`config.mk`:
```
export PLATFORM = sky130hd
export DESIGN_NAME = pc_sequencer
export DESIGN_NICKNAME = d
export VERILOG_FILES = /design/src/rtl/core_pkg.sv /design/src/rtl/branch_unit.sv /design/src/rtl/pc_sequencer.sv
export SDC_FILE = /design/constraint.sdc
export NUM_CORES = 1
export LEC_CHECK = 0
export BUFFER_PORTS_ARGS = -buffer_cell sky130_fd_sc_hd__buf_2
export CAP_MARGIN = 5
export CORE_UTILIZATION = 47
export DETAILED_ROUTE_END_ITERATION = 16
export PLACE_DENSITY = 0.82
export SETUP_SLACK_MARGIN = 0.1
export SYNTH_ARGS = -nofsm -noshare
export SYNTH_HDL_FRONTEND = slang
export SYNTH_SLANG_ARGS = --single-unit
```
`constraint.sdc`:
```
create_clock -name clk -period 2.65 [get_ports clk]
set_input_delay 0.265 -clock clk [delete_from_list [all_inputs] [get_ports clk]]
set_output_delay 0.265 -clock clk [all_outputs]
set_load 0.05 [all_outputs]
```
`src/rtl/core_pkg.sv`:
```
// Shared constants for the core: sequencer FSM encoding, branch condition codes
// and the default reset vector.
package core_pkg;

    localparam logic [1:0] BOOT = 2'd0;
    localparam logic [1:0] RUN  = 2'd1;
    localparam logic [1:0] WAIT = 2'd2;
    localparam logic [1:0] HALT = 2'd3;

    localparam logic [2:0] BEQ  = 3'b000;
    localparam logic [2:0] BNE  = 3'b001;
    localparam logic [2:0] BLT  = 3'b100;
    localparam logic [2:0] BGE  = 3'b101;
    localparam logic [2:0] BLTU = 3'b110;
    localparam logic [2:0] BGEU = 3'b111;

    localparam logic [31:0] RESET_PC_DEFAULT = 32'h0000_0000;

endpackage

```
`src/rtl/branch_unit.sv`:
```
// Resolves a conditional branch from the ALU flags; less already reflects the
// signed/unsigned flavour chosen by funct3.
module branch_unit
    import core_pkg::*;
(
    input  logic       branch,
    input  logic [2:0] funct3,
    input  logic       zero,
    input  logic       less,
    output logic       pc_src
);

    logic cond;

    always_comb begin
        cond = 1'b0;
        case (funct3)
            BEQ:        cond = zero;
            BNE:        cond = ~zero;
            BLT, BLTU:  cond = less;
            BGE, BGEU:  cond = ~less;
            default:    cond = 1'b0;
        endcase
    end

    assign pc_src = branch & cond;

endmodule

```
`src/rtl/pc_sequencer.sv`:
```
// Program counter and fetch sequencer: next-PC arbitration, imem wait states,
// stall, misaligned-target halt and a saturating taken-redirect counter.
module pc_sequencer
    import core_pkg::*;
#(
    parameter int              XLEN     = 32,
    parameter logic [XLEN-1:0] RESET_PC = XLEN'(RESET_PC_DEFAULT),
    parameter int              CNT_W    = 16
) (
    input  logic             clk,
    input  logic             rst_n,
    input  logic             branch,
    input  logic [2:0]       funct3,
    input  logic             zero,
    input  logic             less,
    input  logic             jump,
    input  logic             jalr,
    input  logic [XLEN-1:0]  branch_target,
    input  logic [XLEN-1:0]  jalr_target,
    input  logic             stall,
    input  logic             imem_ready,
    output logic             imem_req,
    output logic [XLEN-1:0]  imem_addr,
    output logic [XLEN-1:0]  pc,
    output logic [XLEN-1:0]  pc_plus4,
    output logic             instr_commit,
    output logic             redirect,
    output logic             misalign_err,
    output logic [CNT_W-1:0] taken_cnt
);

    localparam logic [CNT_W-1:0] CNT_MAX = '1;

    logic [1:0]      state;
    logic            pc_src;
    logic            active;
    logic            commit;
    logic            redirect_sel;
    logic            misalign;
    logic [XLEN-1:0] target;
    logic [XLEN-1:0] next_pc;

    branch_unit u_branch_unit (
        .branch (branch),
        .funct3 (funct3),
        .zero   (zero),
        .less   (less),
        .pc_src (pc_src)
    );

    assign active       = (state == RUN) || (state == WAIT);
    assign pc_plus4     = pc + XLEN'(4);
    assign imem_req     = active;
    assign imem_addr    = pc;
    assign commit       = active & imem_ready & ~stall;
    assign instr_commit = commit;

    // JALR outranks JAL, which outranks a resolved conditional branch.
    always_comb begin
        target       = branch_target;
        redirect_sel = 1'b0;
        if (jalr) begin
            target       = jalr_target & ~XLEN'(1);
            redirect_sel = 1'b1;
        end else if (jump) begin
            redirect_sel = 1'b1;
        end else if (pc_src) begin
            redirect_sel = 1'b1;
        end
    end

    assign next_pc  = redirect_sel ? target : pc_plus4;
    assign redirect = active & redirect_sel;
    assign misalign = commit & redirect_sel & target[1];

    always_ff @(posedge clk or negedge rst_n) begin
        if (!rst_n) begin
            state        <= BOOT;
            pc           <= RESET_PC;
            misalign_err <= 1'b0;
            taken_cnt    <= '0;
        end else begin
            case (state)
                BOOT: state <= RUN;
                RUN, WAIT: begin
                    if (commit) begin
                        // A misaligned redirect still retires but freezes the PC.
                        if (misalign) begin
                            misalign_err <= 1'b1;
                            state        <= HALT;
                        end else begin
                            pc    <= next_pc;
                            state <= RUN;
                            if (redirect_sel && taken_cnt != CNT_MAX)
                                taken_cnt <= taken_cnt + CNT_W'(1);
                        end
                    end else if (!imem_ready) begin
                        state <= WAIT;
                    end
                end
                default: state <= HALT;
            endcase
        end
    end

endmodule

```
# [Word level (Yosys, flattened, before mapping)]
# Cells that the tools add are included.
[op_classes] reduce_logical=10 add_sub_neg=2 bitwise_logic=10 eq_ne=9 mux=10
[op_table] operator="$mux 32" count=2
[op_table] operator="$add 32x3->32 const B" count=1
[op_table] operator="$add 16x1->16 const B" count=1
[op_table] operator="$ne 16x16->1 const B" count=1
[op_table] operator="$eq 3x3->1 const B" count=4
[op_table] operator="$and 1x1->1" count=6
[op_table] operator="$mux 2" count=3
[op_table] operator="$reduce_and 3->1" count=2
[op_table] operator="$reduce_or 2->1" count=3
[op_table] operator="$not 1->1" count=4
[op_table] operator="$pmux 1 s4" count=1
[op_table] operator="$pmux 2 s2" count=1
[op_table] operator="$reduce_and 4->1" count=1
[op_table] operator="$eq 3x1->1 const B" count=1
[op_table] operator="$logic_not 3->1" count=1
[op_table] operator="$mux 1" count=3
[op_table] operator="$ne 3x3->1 const B" count=1
[op_table] operator="$eq 2x1->1 const B" count=1
[op_table] operator="$eq 2x2->1 const B" count=1
[op_table] operator="$logic_not 2->1" count=1
[op_table] operator="$logic_and 1x1->1" count=1
[op_table] operator="$logic_or 1x1->1" count=1
[word_totals] out_inout_bits=116 register_bits=51

# [Longest topological paths before layout]
[depth] word_depth=12 ltp_mapped=9 ltp_nobuf=8

# [Modules after synthesis]
# From an unflattened synthesis, not the netlist that was laid out.
[hier_totals] hier_cells=463 hier_area_um2=3852.4
[modules_own_cells] mod="pc_sequencer" area_each_um2=3817.4 instances=1 cells_per_inst=458 seq_area_each_um2=1276.2
[modules_own_cells] mod="branch_unit" area_each_um2=35.0 instances=1 cells_per_inst=5 seq_area_each_um2=0.0

# [Least setup slack after synthesis]
# OpenSTA, ideal clock, no wires.
[synth_timing] kind="reg-to-output" startpoint="register pc[2], in the netlist imem_addr[2]" endpoint="output pc_plus4[24]" t_arrival_ps=2662 t_required_ps=2385 path_slack_ps=-277 stages_incl_launch_ff=6 n_path_buf=0 path_cell_list="dfrtp_1 > ha_1 > nand4_1 > nor3_1 > nand4_1 > xnor2_1"
[synth_between] elab_chain_cells=1
[synth_lines] element="start: declaration" line="pc_sequencer.sv:24" text="output logic [XLEN-1:0] pc,"
[synth_lines] element="start signal: assignment" line="pc_sequencer.sv:92" text="pc <= next_pc;"
[synth_lines] element="$add 32x3->32" line="pc_sequencer.sv:52" text="assign pc_plus4 = pc + XLEN'(4);"
[synth_lines] element="end: declaration" line="pc_sequencer.sv:25" text="output logic [XLEN-1:0] pc_plus4,"
# No other way between the ends.

# [Worst setup path after layout]
[layout_timing] startpoint="register pc[3], in the netlist imem_addr[3]" endpoint="output pc_plus4[20]"
# The elaborated chain is that of the path after synthesis.

==> impl_results.md <==
* Initial antenna violation count at 0
* Start-to-end type of the worst setup path: register to output port
* Chip width at 92.9 µm
* Placed cell areas at 5000 µm²
* Slowest CP cell: dfrtp_2
* Clock buffer depth at 2
* Maximum resistive drop on vdd at 0.702 mV
* Via count at 4,035
* Max stage delay on crit path at 420 ps
* Max_slew headroom at 0.531
* Routability Congestion at 0.826
* Vias/cell at 5.81
* # rows at 32
* H-tree level count at 2
* Worst hold path type: input port to register
* Cells after Synth at 427
* Most frequent CP cell: buf_4
* Metal-1 WL at 4710 µm
* Top delay family on crit path: simple AND/OR/NAND/NOR gates
* Number of remaining DRC errors at 0
* Top Layer Used: met4
* Run status: finished, final reports clean
* Predominant post-synthesis flop cell: dfrtp_1
* Most common cell after layout, fill and taps aside: buf_2
* Starting DRT DRC Count at 205
* Most frequent cells in the layout: 183 x buf_2, 37 x dfrtp_1, 28 x buf_4, 26 x nand2_1, 25 x nand3_1
* Gr usage total at 0.278
* First-pass GRT wire length at 19,100 µm
* Clock root buffer: clkbuf_8
* TritonCTS clock tree: yes
* Cell Area, Synth at 3880 µm²
* Fmax at 0.407 GHz
* # setup viols final at 0
* Total congestion overflow at 0
* WP buf/inv at 2
* Core ar. at 7850 µm²
* Final nets at 672
* Share of layout cells above drive strength 1 at 0.506
* Post-synth ARST share at 1.00
* WL per Instance at 17.3 µm
* Area growth syn-to-layout at 34.5%
* CP Launch Type: register
* Number of detailed-route iterations in the first pass at 4
* Hold Vio Cnt, Final at 0
* RSZ-0062 raised after global routing: true
* Max-slew violations at 0
* Port bufs at 190
* Worst-path fanout max at 6
* Worst-margin pin slew at 703 ps
* Seq/Total Area, Yosys at 0.329
* PD cells at 1360 nW/µm²
* Later-pin clock latency in the skew report at 300 ps
* Pin count of the biggest net entering global routing at 38
* Antenna-violating nets left at 0
* Synth cell types at 59
* Initial Utilization at 0.495
* Synthesized net count at 507
* Pre-CTS WS at 174 ps
* Vias in the first global route at 3,965
* WL met3 at 805 µm
* Maxcap violations at 0
* Finished Cell Area at 5220 µm²
* N_diodes at 0
* CP required at 2380 ps
* Fin Clk Skew at 4.97 ps
* Fin crit share at 0.926
* YS warnings at 0
* Worst setup margin at 195 ps
* CTS buffer count at 5
* Met2 WL at 6340 µm
* Yosys top cell area share at 0.329
* Final TNS setup at 0 ps
* Avg Cell Area, Syn at 9.10 µm²
* Seq cells post-synth at 51
* Main area contributors after synthesis: dfrtp_1 33%, buf_4 7.0%, xnor2_1 6.8%
* CP Capture Type: output port
* Number of synthesized flops with an enable pin at 0
* WL final at 12,000 µm
* Die Ht at 92.9 µm
* Arrival @ worst endpoint at 2190 ps
* CTS clk-pin slew, worst paths at 100 ps
* Sink Count at 51
* Leading area contributor after synthesis: dfrtp_1
* Die ar. at 8630 µm²
* Num ports at 192
* Crit path cell chain: ha_2, nand4_1, nor3_1, buf_4, nand3_1, xnor2_4, buf_4
* DPL Wire Length at 9070 µm
* LEAKAGE at 2.46 nW
* Final min period at 2460 ps
==> repair_timing <==
action	4_1_cts	5_1_grt
cloned	0	0
endpoints found under the setup margin	13	16
hold buffers	1	0
buffers inserted	2	4
resized for setup	12	18
pin swaps	2	1
hold endpoints to repair	27	0
==> through the flow <==
step	total power, mW	util	instances	hold WS [ps]
global placement	6.43	0.637	680	328
floorplan	5.71	-	427	-30.6
CTS	7.06	0.656	691	219
finish	7.12	0.666	695	230
global route	7.44	0.666	695	226
detailed placement	6.53	0.637	680	333
==> worst paths after layout <==
check                      depth (start not counted)    startpoint  slack, ps       endpoint
max                                                7  imem_addr[3]        190   pc_plus4[20]
min                                                2         stall        230       state[0]
max reg2reg                                        9      state[1]        350   imem_addr[4]
min reg2reg                                        1  misalign_err        480   misalign_err
max in group asynchronous                          3         rst_n       1460   imem_addr[3]
min in group asynchronous                          2         rst_n        510  taken_cnt[12]
==> area by class of cell <==
type                       instances  area, µm²
sequential                        51       1290
fill                             648       2620
clock inverter                     3       28.8
tap                              102        128
timing repair buffer             215       1170
multi-input combinational        313       2510
clock buffer                       5       68.8
inverter                           6       26.3
==> power breakdown <==
| part | switching, mW | internal (mW) | leakage (nW) |
|---|---|---|---|
| sequential | 0.558 | 1.07 | 0.608 |
| combinational | 3.70 | 1.30 | 1.80 |
| clock | 0.296 | 0.197 | 0.0502 |
| total | 4.55 | 2.57 | 2.46 |
==> flip-flops by register name (all words and copies together) (netlist names) <==
| register | flops |
|---|---|
| imem_addr | 32 |
| taken_cnt | 16 |
| state | 2 |
| misalign_err | 1 |
==> cell families (layout without fill, tap and decap cells) <==
family	Yosys count	count (layout)	synth area share
AO/OA/AOI/OAI	95	95	0.178
XOR/XNOR	43	43	0.0969
adder cells (fa/ha/maj)	4	4	0.0129
buffers and inverters	63	229	0.0995
flip-flops	51	51	0.329
multiplexers	31	31	0.0863
AND/OR/NAND/NOR	140	140	0.198
==> metal layers <==
metal,vias up,track usage
met4,0,0.0833
li1,1871,-
met3,16,0.0460
met1,1960,0.332
met2,188,0.508
met5,-,0
==> synthesized netlist by cell type (2+ instances only) <==
master and number:
and2_1 6, nor4_1 4, clkbuf_1 8, a221o_1 2, nor2_1 16, and3_1 5
o221a_2 2, nand3_1 28, nand2b_1 4, xnor2_1 30, nand2_1 26, mux2i_1 11
a221oi_1 3, o21ai_0 10, nand4_1 22, o31ai_1 3, o22ai_1 12, o21a_1 2
a21oi_1 20, o22a_1 5, xor2_1 13, a31oi_1 3, o21ai_1 2, a2bb2oi_1 13
buf_2 12, a211oi_1 3, nor2b_1 6, mux2_2 19, buf_4 36, o211ai_1 2
nor3_1 8, and4_1 6, inv_1 6, ha_1 4, dfrtp_1 51
(Power assumes the default switching activity.)
